[src/rtl/rom_dl_pkg.sv]
// rtl/rom_dl_pkg.sv - shared types and helpers for the ROM download controller
package rom_dl_pkg;

    localparam logic [24:0] GFX_BASE_DEFAULT = 25'h10000;

    typedef enum logic [1:0] {
        ST_IDLE  = 2'd0,
        ST_ISSUE = 2'd1,
        ST_WAIT1 = 2'd2,
        ST_WAIT2 = 2'd3
    } dl_state_e;

    typedef struct packed {
        logic [24:0] addr;
        logic [7:0]  data;
    } dl_entry_t;

    typedef struct packed {
        logic [22:0] a;
        logic [1:0]  ds;
        logic [15:0] d;
    } port_cmd_t;

    // Byte address within a port region -> 16-bit word write with a single byte lane enabled
    function automatic port_cmd_t map_cmd(input logic [23:0] offs, input logic [7:0] data);
        port_cmd_t c;
        c.a  = offs[23:1];
        c.ds = {offs[0], ~offs[0]};
        c.d  = {data, data};
        return c;
    endfunction

endpackage

[src/rtl/dl_byte_fifo.sv]
// rtl/dl_byte_fifo.sv - small synchronous queue of download bytes with their addresses
module dl_byte_fifo
    import rom_dl_pkg::*;
#(
    parameter int DEPTH = 4
) (
    input  logic      clk_sys,
    input  logic      reset_n,
    input  logic      push_i,
    input  dl_entry_t push_data_i,
    input  logic      pop_i,
    output dl_entry_t pop_data_o,
    output logic      full_o,
    output logic      empty_o
);

    localparam int AW = $clog2(DEPTH);

    dl_entry_t       mem_q [DEPTH];
    logic [AW:0]     wr_ptr_q;
    logic [AW:0]     rd_ptr_q;
    logic            do_push;
    logic            do_pop;

    // Pointers carry one extra wrap bit so full and empty are distinguishable
    assign empty_o    = (wr_ptr_q == rd_ptr_q);
    assign full_o     = (wr_ptr_q[AW] != rd_ptr_q[AW]) &&
                        (wr_ptr_q[AW-1:0] == rd_ptr_q[AW-1:0]);
    assign do_push    = push_i & ~full_o;
    assign do_pop     = pop_i & ~empty_o;
    assign pop_data_o = mem_q[rd_ptr_q[AW-1:0]];

    // Storage array; contents need no reset since the pointers gate visibility
    always_ff @(posedge clk_sys) begin
        if (do_push) begin
            mem_q[wr_ptr_q[AW-1:0]] <= push_data_i;
        end
    end

    // Read/write pointer advance; a push into a full queue leaves it untouched
    always_ff @(posedge clk_sys or negedge reset_n) begin
        if (!reset_n) begin
            wr_ptr_q <= '0;
            rd_ptr_q <= '0;
        end else begin
            if (do_push) wr_ptr_q <= wr_ptr_q + {{AW{1'b0}}, 1'b1};
            if (do_pop)  rd_ptr_q <= rd_ptr_q + {{AW{1'b0}}, 1'b1};
        end
    end

endmodule

[src/rtl/rom_dl_ctrl.sv]
// rtl/rom_dl_ctrl.sv - routes ioctl download bytes to two toggle-handshake SDRAM ports
module rom_dl_ctrl
    import rom_dl_pkg::*;
#(
    parameter logic [24:0] GFX_BASE   = GFX_BASE_DEFAULT,
    parameter int          FIFO_DEPTH = 4
) (
    input  logic        clk_sys,
    input  logic        reset_n,
    input  logic        ioctl_downl,
    input  logic [7:0]  ioctl_index,
    input  logic        ioctl_wr,
    input  logic [24:0] ioctl_addr,
    input  logic [7:0]  ioctl_dout,
    output logic        port1_req,
    input  logic        port1_ack,
    output logic [22:0] port1_a,
    output logic [1:0]  port1_ds,
    output logic [15:0] port1_d,
    output logic        port1_we,
    output logic        port2_req,
    input  logic        port2_ack,
    output logic [22:0] port2_a,
    output logic [1:0]  port2_ds,
    output logic [15:0] port2_d,
    output logic        port2_we,
    input  logic        user_reset,
    output logic        core_reset,
    output logic        rom_loaded,
    output logic        overflow,
    output logic [24:0] byte_count
);

    dl_state_e   state_q, state_d;
    logic        wr_q;
    logic        downl_q;
    logic        fell_seen_q;
    logic        rom_loaded_q, rom_loaded_d;
    logic        core_reset_q;
    logic        overflow_q;
    logic [24:0] byte_count_q, byte_count_d;

    logic        p1_req_q, p2_req_q;
    logic        p1_we_q, p2_we_q;
    port_cmd_t   p1_cmd_q, p2_cmd_q;

    logic        push_req;
    logic        downl_rise;
    logic        downl_fall;
    logic        fifo_full;
    logic        fifo_empty;
    logic        pop;
    logic        issue1;
    logic        issue2;
    logic        done;
    dl_entry_t   push_entry;
    dl_entry_t   head;
    logic        head_is_gfx;
    logic [23:0] head_offs;
    port_cmd_t   head_cmd;

    assign push_req   = ioctl_wr & ~wr_q & ioctl_downl & (ioctl_index == 8'd0);
    assign downl_rise = ioctl_downl & ~downl_q;
    assign downl_fall = ~ioctl_downl & downl_q;
    assign push_entry = '{addr: ioctl_addr, data: ioctl_dout};

    dl_byte_fifo #(
        .DEPTH (FIFO_DEPTH)
    ) u_fifo (
        .clk_sys     (clk_sys),
        .reset_n     (reset_n),
        .push_i      (push_req),
        .push_data_i (push_entry),
        .pop_i       (pop),
        .pop_data_o  (head),
        .full_o      (fifo_full),
        .empty_o     (fifo_empty)
    );

    // Region select; only the low 24 offset bits reach the 23-bit word address
    assign head_is_gfx = (head.addr >= GFX_BASE);
    assign head_offs   = head_is_gfx ? (head.addr[23:0] - GFX_BASE[23:0]) : head.addr[23:0];
    assign head_cmd    = map_cmd(head_offs, head.data);

    // Dispatcher state register
    always_ff @(posedge clk_sys or negedge reset_n) begin
        if (!reset_n) state_q <= ST_IDLE;
        else          state_q <= state_d;
    end

    // Dispatcher next state: one request in flight at a time across both ports
    always_comb begin
        state_d = state_q;
        pop     = 1'b0;
        issue1  = 1'b0;
        issue2  = 1'b0;
        done    = 1'b0;
        case (state_q)
            ST_IDLE: begin
                if (!fifo_empty) state_d = ST_ISSUE;
            end
            ST_ISSUE: begin
                pop = 1'b1;
                if (head_is_gfx) begin
                    issue2  = 1'b1;
                    state_d = ST_WAIT2;
                end else begin
                    issue1  = 1'b1;
                    state_d = ST_WAIT1;
                end
            end
            ST_WAIT1: begin
                if (port1_ack == p1_req_q) begin
                    done    = 1'b1;
                    state_d = ST_IDLE;
                end
            end
            ST_WAIT2: begin
                if (port2_ack == p2_req_q) begin
                    done    = 1'b1;
                    state_d = ST_IDLE;
                end
            end
            default: state_d = ST_IDLE;
        endcase
    end

    // Port 1 fields are only rewritten on issue, so they hold while req != ack
    always_ff @(posedge clk_sys or negedge reset_n) begin
        if (!reset_n) begin
            p1_req_q <= 1'b0;
            p1_cmd_q <= '0;
            p1_we_q  <= 1'b0;
        end else if (issue1) begin
            p1_req_q <= ~p1_req_q;
            p1_cmd_q <= head_cmd;
            p1_we_q  <= ioctl_downl;
        end
    end

    // Port 2 (graphics region) request fields
    always_ff @(posedge clk_sys or negedge reset_n) begin
        if (!reset_n) begin
            p2_req_q <= 1'b0;
            p2_cmd_q <= '0;
            p2_we_q  <= 1'b0;
        end else if (issue2) begin
            p2_req_q <= ~p2_req_q;
            p2_cmd_q <= head_cmd;
            p2_we_q  <= ioctl_downl;
        end
    end

    // Status next state; a restart clears the count even if a commit lands the same cycle
    always_comb begin
        byte_count_d = byte_count_q;
        rom_loaded_d = rom_loaded_q;
        if (downl_rise) begin
            byte_count_d = '0;
        end else if (done) begin
            byte_count_d = byte_count_q + 25'd1;
        end
        if (downl_rise) begin
            rom_loaded_d = 1'b0;
        end else if (!ioctl_downl && (fell_seen_q || downl_fall) &&
                     fifo_empty && (state_q == ST_IDLE)) begin
            rom_loaded_d = 1'b1;
        end
    end

    // Edge detectors, sticky overflow, load status and registered core reset
    always_ff @(posedge clk_sys or negedge reset_n) begin
        if (!reset_n) begin
            wr_q         <= 1'b0;
            downl_q      <= 1'b0;
            fell_seen_q  <= 1'b0;
            rom_loaded_q <= 1'b0;
            core_reset_q <= 1'b1;
            overflow_q   <= 1'b0;
            byte_count_q <= '0;
        end else begin
            wr_q         <= ioctl_wr;
            downl_q      <= ioctl_downl;
            rom_loaded_q <= rom_loaded_d;
            byte_count_q <= byte_count_d;
            core_reset_q <= user_reset | ~rom_loaded_q | ioctl_downl;
            if (downl_rise)               fell_seen_q <= 1'b0;
            else if (downl_fall)          fell_seen_q <= 1'b1;
            if (push_req && fifo_full)    overflow_q  <= 1'b1;
        end
    end

    assign port1_req  = p1_req_q;
    assign port1_a    = p1_cmd_q.a;
    assign port1_ds   = p1_cmd_q.ds;
    assign port1_d    = p1_cmd_q.d;
    assign port1_we   = p1_we_q;
    assign port2_req  = p2_req_q;
    assign port2_a    = p2_cmd_q.a;
    assign port2_ds   = p2_cmd_q.ds;
    assign port2_d    = p2_cmd_q.d;
    assign port2_we   = p2_we_q;
    assign core_reset = core_reset_q;
    assign rom_loaded = rom_loaded_q;
    assign overflow   = overflow_q;
    assign byte_count = byte_count_q;

endmodule

[config.mk]
export PLATFORM = sky130hd
export DESIGN_NAME = rom_dl_ctrl
export DESIGN_NICKNAME = d
export VERILOG_FILES = /design/src/rtl/rom_dl_pkg.sv /design/src/rtl/dl_byte_fifo.sv /design/src/rtl/rom_dl_ctrl.sv
export SDC_FILE = /design/constraint.sdc
export NUM_CORES = 1
export LEC_CHECK = 0
export CAP_MARGIN = 20
export CORE_MARGIN = 4
export CORE_UTILIZATION = 41
export CTS_BUF_LIST = sky130_fd_sc_hd__clkbuf_16
export DETAILED_ROUTE_END_ITERATION = 7
export GPL_ROUTABILITY_DRIVEN = 0
export PLACE_DENSITY = 0.76
export SYNTH_ARGS = -nofsm -noshare
export SYNTH_HDL_FRONTEND = slang
export SYNTH_SLANG_ARGS = --single-unit
export TNS_END_PERCENT = 5
[constraint.sdc]
create_clock -name clk_sys -period 8.99 [get_ports clk_sys]
set_input_delay 1.798 -clock clk_sys [delete_from_list [all_inputs] [get_ports clk_sys]]
set_output_delay 1.798 -clock clk_sys [all_outputs]
set_load 0.01 [all_outputs]
Word level (Yosys, flattened, before mapping)
Memories as Yosys holds them, arrays and structs flattened.
Index checks and enable logic that the tools add are counted.
Widths: inputs -> output; s select.
{ "totals": {"ramBits": 132, "memories": 1, "reg_bits": 125, "output_inout_bits": 114} }
{ "classes": {"n_lt_le_gt_ge": 1, "add_sub_neg": 4, "n_reduce_logical": 13, "n_eq_ne": 11, "mux": 22, "n_bitwise": 18} }
{ "mem_list": {"columns": ["name", "words", "width", "read_ports", "rd_ports_with_merged_regs", "wr", "line", "text"], "rows": [
  ["u_fifo.mem_q", 4, 33, 1, 0, 1, "dl_byte_fifo.sv:19", "dl_entry_t mem_q [DEPTH];"]
]} }
{ "ops": {"columns": ["op", "count"], "rows": [
  ["$mux 25", 2],
  ["$add 25x1->25 const B", 1],
  ["$ge 25x17->1 const B", 1],
  ["$mux 24", 1],
  ["$sub 24x17->24 const B", 1],
  ["$mux 1", 14],
  ["$not 1->1", 9],
  ["$logic_not 8->1", 1],
  ["$pmux 2 s4", 1],
  ["$and 1x1->1", 7],
  ["$add 3x1->3 const B", 2],
  ["$mux 2", 3],
  ["$ne 2x2->1 const B", 3],
  ["$reduce_bool 2->1", 3],
  ["$logic_and 1x1->1", 5],
  ["$eq 2x2->1 const B", 2],
  ["$eq 3x3->1", 1],
  ["$reduce_and 3->1", 1],
  ["$eq 1x1->1", 2],
  ["$eq 2x1->1 const B", 1],
  ["$eq 2x2->1", 1],
  ["$logic_not 2->1", 1],
  ["$or 1x1->1", 2],
  ["$pmux 1 s2", 1],
  ["other kinds (3)", 3]
]} }

Longest topological paths before layout
Gate-level depths: netlist (run 1).
{ "depth": {"ltp_word": 8, "mapped_depth": 8} }

By module
From an unflattened synthesis (run 1), not the netlist that was laid out.
{ "hier_totals": {"hier_cells": 606, "area_unflattened_um2": 9893.2} }
{ "by_module_without_submodules": {"columns": ["mod", "seq_area_each_um2", "cells_each", "area_per_inst_um2", "instances"], "rows": [
  ["dl_byte_fifo", 4113.9, 221, 5277.6, 1],
  ["rom_dl_ctrl", 2578.7, 385, 4615.7, 1]
]} }

Worst setup path before layout (run 1)
No wires, ideal clock.
{ "synth_timing": {"path_type": "input -> register", "startpoint": "input port ioctl_index[1]", "endpoint": "memory u_fifo.mem_q[3][0] (netlist name) (enable)", "setup_time_ps": 395, "arrival_time_ps": 3377, "cell_stages": 4, "setup_slack_ps": 5218, "cell_sequence": "nor4_1 nand3_1 a21oi_1 and2_1"} }
{ "synth_between": {"elab_chain_cells": 5} }
{ "synth_rtl": {"columns": ["item", "line", "text"], "rows": [
  ["from (decl)", "rom_dl_ctrl.sv:11", "input logic [7:0] ioctl_index,"],
  ["$logic_not 8->1", "rom_dl_ctrl.sv:62", "assign push_req = ioctl_wr & ~wr_q & ioctl_downl & (ioctl_index == 8'd0);"],
  ["$and 1x1->1", "rom_dl_ctrl.sv:62", null],
  ["$and 1x1->1", "dl_byte_fifo.sv:29", "assign do_push = push_i & ~full_o;"],
  ["$mux 1", "dl_byte_fifo.sv:35", "if (do_push) begin"],
  ["$mux 1 (not written as such)", "dl_byte_fifo.sv:36", "mem_q[wr_ptr_q[AW-1:0]] <= push_data_i;"],
  ["to (decl)", "dl_byte_fifo.sv:19", null]
]} }
Every way passes these cells.

Worst setup path after layout (run 1)
{ "layout_timing": {"startpoint": "input port ioctl_downl", "endpoint": "memory u_fifo.mem_q[1][1] (netlist name) (enable)"} }
{ "layout_between": {"elab_chain_cells": 5} }
{ "layout_rtl": {"columns": ["item", "line", "text"], "rows": [
  ["from (decl)", "rom_dl_ctrl.sv:10", "input logic ioctl_downl,"],
  ["$and 1x1->1 (2 in a row)", "rom_dl_ctrl.sv:62", null],
  ["$and 1x1->1", "dl_byte_fifo.sv:29", null],
  ["$mux 1", "dl_byte_fifo.sv:35", null],
  ["$mux 1 (not written as such)", "dl_byte_fifo.sv:36", null]
]} }
Every way passes these cells.

==> results of run 1 <==
[power breakdown]
group          total, mW  switching, mW  internal, mW
sequential          1.41          0.123          1.29
combinational      0.894          0.389         0.506
clock               1.05          0.420         0.625
total               3.35          0.932          2.42
[kinds of logic after synthesis]
kind of cell,after synthesis
buf+inv,53
xor+xnor,25
simple gates,112
flops,241
compound gates,54
fa+ha+maj,9
mux,86
[routing by layer]
| metal | global-route usage | up-vias |
|---|---|---|
| li1 | - | 2496 |
| met1 | 0.205 | 2678 |
| met2 | 0.233 | 189 |
| met3 | 0.0441 | 37 |
| met4 | 0.0364 | 4 |
| met5 | 0 | - |
[placed cells by master (no fill, tap or decap), types with 3 or more instances in the layout]
| cell type | n |
|---|---|
| nor2_1 | 16 |
| a21oi_1 | 24 |
| nand4_1 | 11 |
| or3_1 | 8 |
| or4_1 | 9 |
| o21ai_0 | 16 |
| clkinv_1 | 3 |
| clkbuf_16 | 25 |
| nor4_1 | 4 |
| bufinv_16 | 4 |
| xor2_1 | 16 |
| nor2b_1 | 13 |
| o31ai_1 | 9 |
| nand2_1 | 22 |
| clkinv_2 | 9 |
| ha_1 | 9 |
| mux2_2 | 37 |
| and4_1 | 4 |
| mux4_2 | 33 |
| clkdlybuf4s50_1 | 160 |
| nand3_1 | 10 |
| and2_2 | 4 |
| and3_1 | 3 |
| mux2_1 | 15 |
| buf_4 | 6 |
| edfxtp_1 | 132 |
| inv_1 | 15 |
| xnor2_1 | 9 |
| dfrtp_1 | 106 |
[cell usage after synthesis (2+ instances only)]
library cell  instances  area share
edfxtp_1            132        0.41
dfrtp_1             108        0.28
mux2_2               37       0.043
mux4_2               33       0.077
a21oi_1              24       0.013
nand2_1              22      0.0086
buf_4                19       0.015
nor2_1               16      0.0063
o21ai_0              16      0.0083
xor2_1               16       0.015
mux2_1               15       0.018
nor2b_1              13      0.0085
clkbuf_1             12      0.0047
inv_1                12      0.0047
nand4_1              11      0.0072
nand3_1              10      0.0052
o31ai_1              10      0.0078
ha_1                  9       0.012
or4_1                 9      0.0070
xnor2_1               9      0.0082
or3_1                 8      0.0052
and2_1                6      0.0039
and4_1                4      0.0036
buf_1                 4      0.0016
buf_2                 4      0.0021
nor4_1                4      0.0026
and3_1                3      0.0020
buf_6                 2      0.0023
[worst max-delay path: cells and delay by family]
family / cells / cell delay (ns)
AND/OR/NAND/NOR: 3 / 1.30
buffers and inverters: 1 / 0.72
AO/OA/AOI/OAI: 1 / 0.39
[worst paths after layout]
kind	to	slack [ns]	cells past startpoint
setup / recovery	u_fifo.mem_q[1][1]$_DFFE_PP_	4.91	5
hold / removal	fell_seen_q$_DFFE_PN0P_	0.48	2
setup reg to reg	port2_a[4]$_DFFE_PN0P_	4.96	6
hold reg to reg	fell_seen_q$_DFFE_PN0P_	0.48	2
max in group asynchronous	port1_a[11]$_DFFE_PN0P_	6.68	3
min in group asynchronous	byte_count[4]$_DFFE_PN0P_	1.21	1
[sequential cells by signal (all words and copies together), names as in the netlist]
signal           count
u_fifo.wr_ptr_q      3
u_fifo.rd_ptr_q      3
port2_a             23
port1_ds             2
port1_req            1
port2_req            1
u_fifo.mem_q       132
rom_loaded           1
port2_we             1
port2_ds             2
byte_count          25
port1_we             1
wr_q                 1
port1_d              8
state_q              2
downl_q              1
port2_d              8
overflow             1
port1_a             23
fell_seen_q          1
core_reset           1
[area by class of cell]
class                   instances  area [sq um]
flip-flops and latches        241          6700
well taps                     313           392
inverters                      12          45.0
clock buffers                  25           626
fillers                      1892         10600
multi-input cells             286          2640
clock inverters                21           216
repair buffers                168          1680
==> metrics, run 1 <==
status finished clean; Leak Pwr between 4 and 5 nW; Vias 5404; Max Fanout on Critical Path 33; Max VDD drop 163 uV; io pins 162; Critical Path RT 9.14 ns; fraction of layout cells with a size suffix above 1 0.170; post-synthesis sequential area ratio 0.697; Syn Inst Count between 500 and 600; MaxCap Viol Count 0; largest family of logic cells by synthesized area multiplexers; share of synthesized cell area in and, or, nand and nor gates 0.0667; max-slew violations 0; synthesized area 9600 sq um; Largest stage delay, worst path slightly above 0.8 ns; WL final 19200 microns; Hold Path Class flip-flop to flip-flop; Arr. time, crit path between 4 and 5 ns; Cell Count Post-Placement 1019; worst hold start fell_seen_q$_DFFE_PN0P_; Fin Hold WS 0.477 ns; crit-path cells clkdlybuf4s50_1, nor4bb_1, nand3_1, a21oi_1, and2_2; power density cells 272 nW/um^2; Root Driver clkbuf_16; mux cell area share after synthesis 0.139; Non-Filler Instances ~1100; pin count of the biggest net entering global routing 78; Top Layer Used met5; # nets final 791; antenna viol nets, final 0; grt total ovfl 0; count of final hold-check violations 0; adder-cell share of the synthesized area 0.0117; H-tree level count 1; Die W 161 microns; post-route cell area 12300 sq um; fmax 245 MHz; Setup crit start ioctl_downl; # rows 55; fin util 0.538; RSZ-0062 raised after global routing false; die height between 150 and 200 microns; Yosys warning total 0; Finish-stage setup viols 0; Mapped Nets 637; first-pass GRT wire length 31100 microns; placed inst area 11400 sq um; clk_skew 0.00965 ns; Final Power around 3.3 mW; starting density of the core 0.420; routed wl met2 8790 microns; Main synth FF type edfxtp_1; dpl hpwl about 13000 microns; Max transition margin 0.351; cts repair resizes 0; wl on met1 8430 microns; TritonCTS buffer count 25; drt first pass iters 4; vias per cell 5.07; core area approximately 23000 sq um; DRT iter0 DRCs between 200 and 300; worst slew pin tran 0.974 ns; Synth Area in Compound Gates 0.0318; Post-Syn Area per Cell about 17 sq um; pre-CTS WS 4.36 ns; setup bufs post-CTS 0; WS Path Type primary input to flip-flop; fin worst setup slack 4.91 ns; Async S/R FF share, synth 0.452; # diodes 0; Final Critical Period 4.08 ns; Wirelength per Cell 18.0 microns; xor-xnor portion of the synthesized cell area 0.0228; Worst setup EP type flip-flop; GRT Util Overall 0.148; drt drc 0; CTS Sinks 241; Worst-path clk slew 0.06 ns; Area growth, synth to finish 28.0%; CTS Hold Bufs 0; Setup TNS Final 0 ns; Post-synth EDFFs 132; TritonCTS clock tree yes; die area 25900 sq um; fin crit share 0.453; Synth Register Bits 241; clock buffer depth 3; met3 WL 1500 microns; vias in the first global route ~5700; PortBufs 161; initial antenna violation count 2; Synth cell types 40; CP max stage cell and2_2; Critical Path Source Type primary input; worst reg2reg path startpoint u_fifo.rd_ptr_q[0]$_DFFE_PN0P_; Worst-Skew Late Latency 0.53 ns
(Power assumes the default switching activity.)
==> inputs of run 2 (changes only) <==
==> constraint.sdc (replaced) <==
create_clock -name clk_sys -period 3.9 [get_ports clk_sys]
set_input_delay 0.78 -clock clk_sys [delete_from_list [all_inputs] [get_ports clk_sys]]
set_output_delay 0.78 -clock clk_sys [all_outputs]
set_load 0.01 [all_outputs]
==> metrics, run 2 (synthesized netlist as in run 1, its figures left out) <==
commonest non-fill, non-tap cell in the layout clkdlybuf4s50_1; MaxCap Viol Count 0; die height 161 microns; io pins 162; fin crit share 0.774; core area 22800 sq um; max reg flops 132; CTS Hold Bufs 0; most frequent cells in the layout clkdlybuf4s50_1 (160), edfxtp_1 (132), dfrtp_1 (106), mux2_2 (37), mux4_2 (33); CTS Sinks 241; Critical Path RT 4.13 ns; initial antenna violation count 1; power density cells 613 nW/um^2; post-route cell area 12300 sq um; Wirelength per Cell 18.5 microns; dpl hpwl between 10000 and 15000 microns; Worst setup EP type flip-flop; H-tree level count 1; status finished clean; pre-CTS WS 0.344 ns; clock buffer depth 3; fillers 1863; Top Layer Used met5; WS Path Type primary input to flip-flop; Area growth, synth to finish 28.2%; Worst-Skew Late Latency 0.52 ns; fin util 0.539; Root Driver clkbuf_16; die area roughly 26000 sq um; Max transition margin 0.505; TritonCTS buffer count 25; Finish-stage setup viols 0; vias in the first global route 5698; Worst-path clk slew 0.06 ns; Final Critical Period ~3.0 ns; fraction of layout cells with a size suffix above 1 0.173; drt first pass iters 5; DRT iter0 DRCs 337; Critical Path Source Type primary input; Leak Pwr 4.60 nW; wl on met1 8720 microns; # rows 55; starting density of the core 0.420; Cell Count Post-Placement 1024; antenna viol nets, final 0; WL final 19800 microns; PortBufs about 160; Max Fanout on Critical Path 20; TritonCTS clock tree yes; Hold Path Class primary input to async pin; met3 WL 1380 microns; routed wl met2 between 9000 and 10000 microns; Arr. time, crit path 3.24 ns; first-pass GRT wire length 31800 microns; fin worst setup slack slightly below 0.9 ns; Die W between 150 and 200 microns; placed inst area 11500 sq um; Setup TNS Final 0 ns; # diodes 0; count of final hold-check violations 0; GRT Util Overall 0.153; fmax 331 MHz; clk_skew 0.0118 ns; Vias 5461; RSZ-0062 raised after global routing false; worst slew pin tran ~0.74 ns; max-slew violations 0; setup bufs post-CTS 0; # nets final 795; Max VDD drop between 300 and 400 uV; vias per cell 5.10; pin count of the biggest net entering global routing 57; grt total ovfl 0; cts repair resizes 0; drt drc 0; Non-Filler Instances 1070
[run 2: metal layers]
metal	vias up	track usage
li1	2510	-
met1	2729	0.214
met2	189	0.242
met3	31	0.0411
met4	2	0.0361
met5	-	0
[run 2: path summary, 6_finish.rpt]
path                            cells past startpoint                            to                           start  slack [ns]
worst min register to register                      2       port2_a[17]$_DFFE_PN0P_         port2_a[17]$_DFFE_PN0P_        0.48
worst min-delay path                                1     byte_count[6]$_DFFE_PN0P_                         reset_n        0.31
max in group asynchronous                           2        port1_a[3]$_DFFE_PN0P_                         reset_n        2.84
min in group clk_sys                                2       port2_a[17]$_DFFE_PN0P_         port2_a[17]$_DFFE_PN0P_        0.48
worst max-delay path                                6  u_fifo.mem_q[1][2]$_DFFE_PP_                     ioctl_downl        0.88
worst max register to register                      5        port2_a[1]$_DFFE_PN0P_  u_fifo.rd_ptr_q[0]$_DFFE_PN0P_        0.90
[run 2: critical path, cell delays in order]
cell	delay, ns
clkdlybuf4s50_1	0.71
nor4bb_1	0.36
nand3_1	0.22
a21oi_1	0.42
and2_2	0.48
buf_12	0.23
[run 2: report_power, final]
| group | switching (mW) | internal (mW) | total (mW) |
|---|---|---|---|
| clock | 0.973 | 1.24 | 2.22 |
| combinational | 0.924 | 1.17 | 2.10 |
| sequential | 0.270 | 2.97 | 3.24 |
| total | 2.17 | 5.38 | 7.55 |
[run 2: stage by stage]
step	hold WS (ns)	power, mW
finish	0.308	7.55
global route	0.368	7.95
CTS	0.330	7.66
detailed placement	0.474	5.41
global placement	0.465	5.37
floorplan	0.443	4.50
[run 2: layout make-up]
type / count / area (sq um) / share of cell area
clock buffers: 25 / 626 / 0.0508
clock inverters: 21 / 148 / 0.0120
repair buffers: 172 / 1770 / 0.144
well taps: 313 / 392 / 0.0318
flip-flops and latches: 241 / 6700 / 0.544
multi-input cells: 286 / 2640 / 0.214
inverters: 12 / 45.0 / 0.00366
==> inputs of run 3 (changes only) <==
==> constraint.sdc (replaced) <==
create_clock -name clk_sys -period 3 [get_ports clk_sys]
set_input_delay 0.6 -clock clk_sys [delete_from_list [all_inputs] [get_ports clk_sys]]
set_output_delay 0.6 -clock clk_sys [all_outputs]
set_load 0.01 [all_outputs]
==> metrics, run 3 (synthesized netlist as in run 1, its figures left out) <==
pin count of the biggest net entering global routing 56; Wirelength per Cell 18.7 microns; drt drc 0; GRT Util Overall 0.157; drt first pass iters 4; max-slew violations 0; MaxCap Viol Count 0; TritonCTS buffer count 26; PortBufs 161; FF+latch area 6700 sq um; dpl hpwl 14000 microns; Largest stage delay, worst path 0.61 ns; Root Driver clkbuf_16; Arr. time, crit path 3.23 ns; # rows 55; most frequent cells in the layout clkdlybuf4s50_1 (160), edfxtp_1 (132), dfrtp_1 (106), mux2_2 (37), mux4_2 (33); clk_skew 0.0205 ns; antenna viol nets, final 0; pre-CTS WS between 0.07 and 0.08 ns; GR Util met2 0.256; Max transition margin 0.499; Worst setup EP type flip-flop; Die W 161 microns; # diodes 0; commonest non-fill, non-tap cell in the layout clkdlybuf4s50_1; Hold Path Class primary input to async pin; fillers between 1500 and 2000; GR peak layer met2; core area 22800 sq um; Max VDD drop 521 uV; worst slew pin tran 0.751 ns; vias in the first global route 5824; Vias 5573; fraction of layout cells with a size suffix above 1 0.192; vias per cell 5.12; starting density of the core 0.420; clock buffer depth 3; die height 161 microns; TritonCTS clock tree yes; status finished clean; fmax 355 MHz; count of final hold-check violations 0; fin worst setup slack 0.181 ns; Cell Count Post-Placement about 1000; die area 25900 sq um; io pins 162; crit-path cells mux4_2, or4_4, nor4_4, buf_6, mux2_2; Finish-stage setup viols 0; DRT iter0 DRCs 309; Worst-path clk slew 0.06 ns; worst reg2reg path startpoint u_fifo.rd_ptr_q[0]$_DFFE_PN0P_; H-tree level count 1; Final Power about 10 mW; RSZ-0062 raised after global routing false; grt total ovfl 0; initial antenna violation count 2; Area growth, synth to finish 30.5%; Worst-Skew Late Latency 0.53 ns; Setup crit start u_fifo.rd_ptr_q[0]$_DFFE_PN0P_; CTS Hold Bufs 0; buffer and inverter count on the worst path 1; WS Path Type flip-flop to flip-flop; # nets final 812; WL final between 20000 and 25000 microns; Critical Path Source Type flip-flop; max reg flops 132; Final Critical Period 2.82 ns; Leak Pwr 4.75 nW; CTS Sinks 241; fin crit share 0.940; routing usage on met1 0.217; CP max stage cell or4_4; multi-input logic area 2640 sq um; Top delay family on crit path multiplexers; met3 Track Usage GR 0.0429; first-pass GRT wire length 32900 microns; power density cells 818 nW/um^2; Critical Path RT approximately 3.4 ns; Non-Filler Instances 1088; Setup TNS Final 0 ns; fin util 0.548; Max Fanout on Critical Path 24
-- run 3: what timing repair did --
action	in CTS	in global routing
setup endpoints to repair	0	12
buffers inserted	0	0
hold endpoints to repair	0	0
resized for setup	0	2
-- run 3: metrics by stage --
step / hold WS [ns] / instance area [sq um]
global route: 0.180 / 12500
finish: 0.141 / 12500
floorplan: 0.304 / 9600
global placement: 0.460 / 11600
detailed placement: 0.475 / 11600
CTS: 0.152 / 12500
-- run 3: cell type report --
class                   instances  area share
flip-flops and latches        241       0.534
multi-input cells             286       0.210
repair buffers                188       0.149
clock buffers                  26      0.0519
well taps                     313      0.0313
clock inverters                22      0.0196
inverters                      12     0.00359
-- run 3: power by group --
part	switching [mW]	total (mW)	internal, mW	leakage (nW)
logic	1.27	2.84	1.57	1.70
clock network	1.30	3.24	1.95	0.454
registers	0.303	4.16	3.86	2.60
-- run 3: layer usage --
metal | wire, microns | vias up
li1 | - | 2547
met1 | 8600 | 2808
met2 | 9710 | 192
met3 | 1760 | 22
met4 | 219 | 4
met5 | 24 | -
-- run 3: path summary, 6_finish.rpt --
kind / to / slack [ns] / cells after the start
max in group asynchronous: byte_count[4]$_DFFE_PN0P_ / 2.00 / 2
hold reg to reg: port2_a[16]$_DFFE_PN0P_ / 0.48 / 2
setup reg to reg: port1_d[8]$_DFFE_PN0P_ / 0.18 / 5
setup / recovery: port1_d[8]$_DFFE_PN0P_ / 0.18 / 5
min in group clk_sys: port2_a[16]$_DFFE_PN0P_ / 0.48 / 2
hold / removal: port2_d[12]$_DFFE_PN0P_ / 0.14 / 1
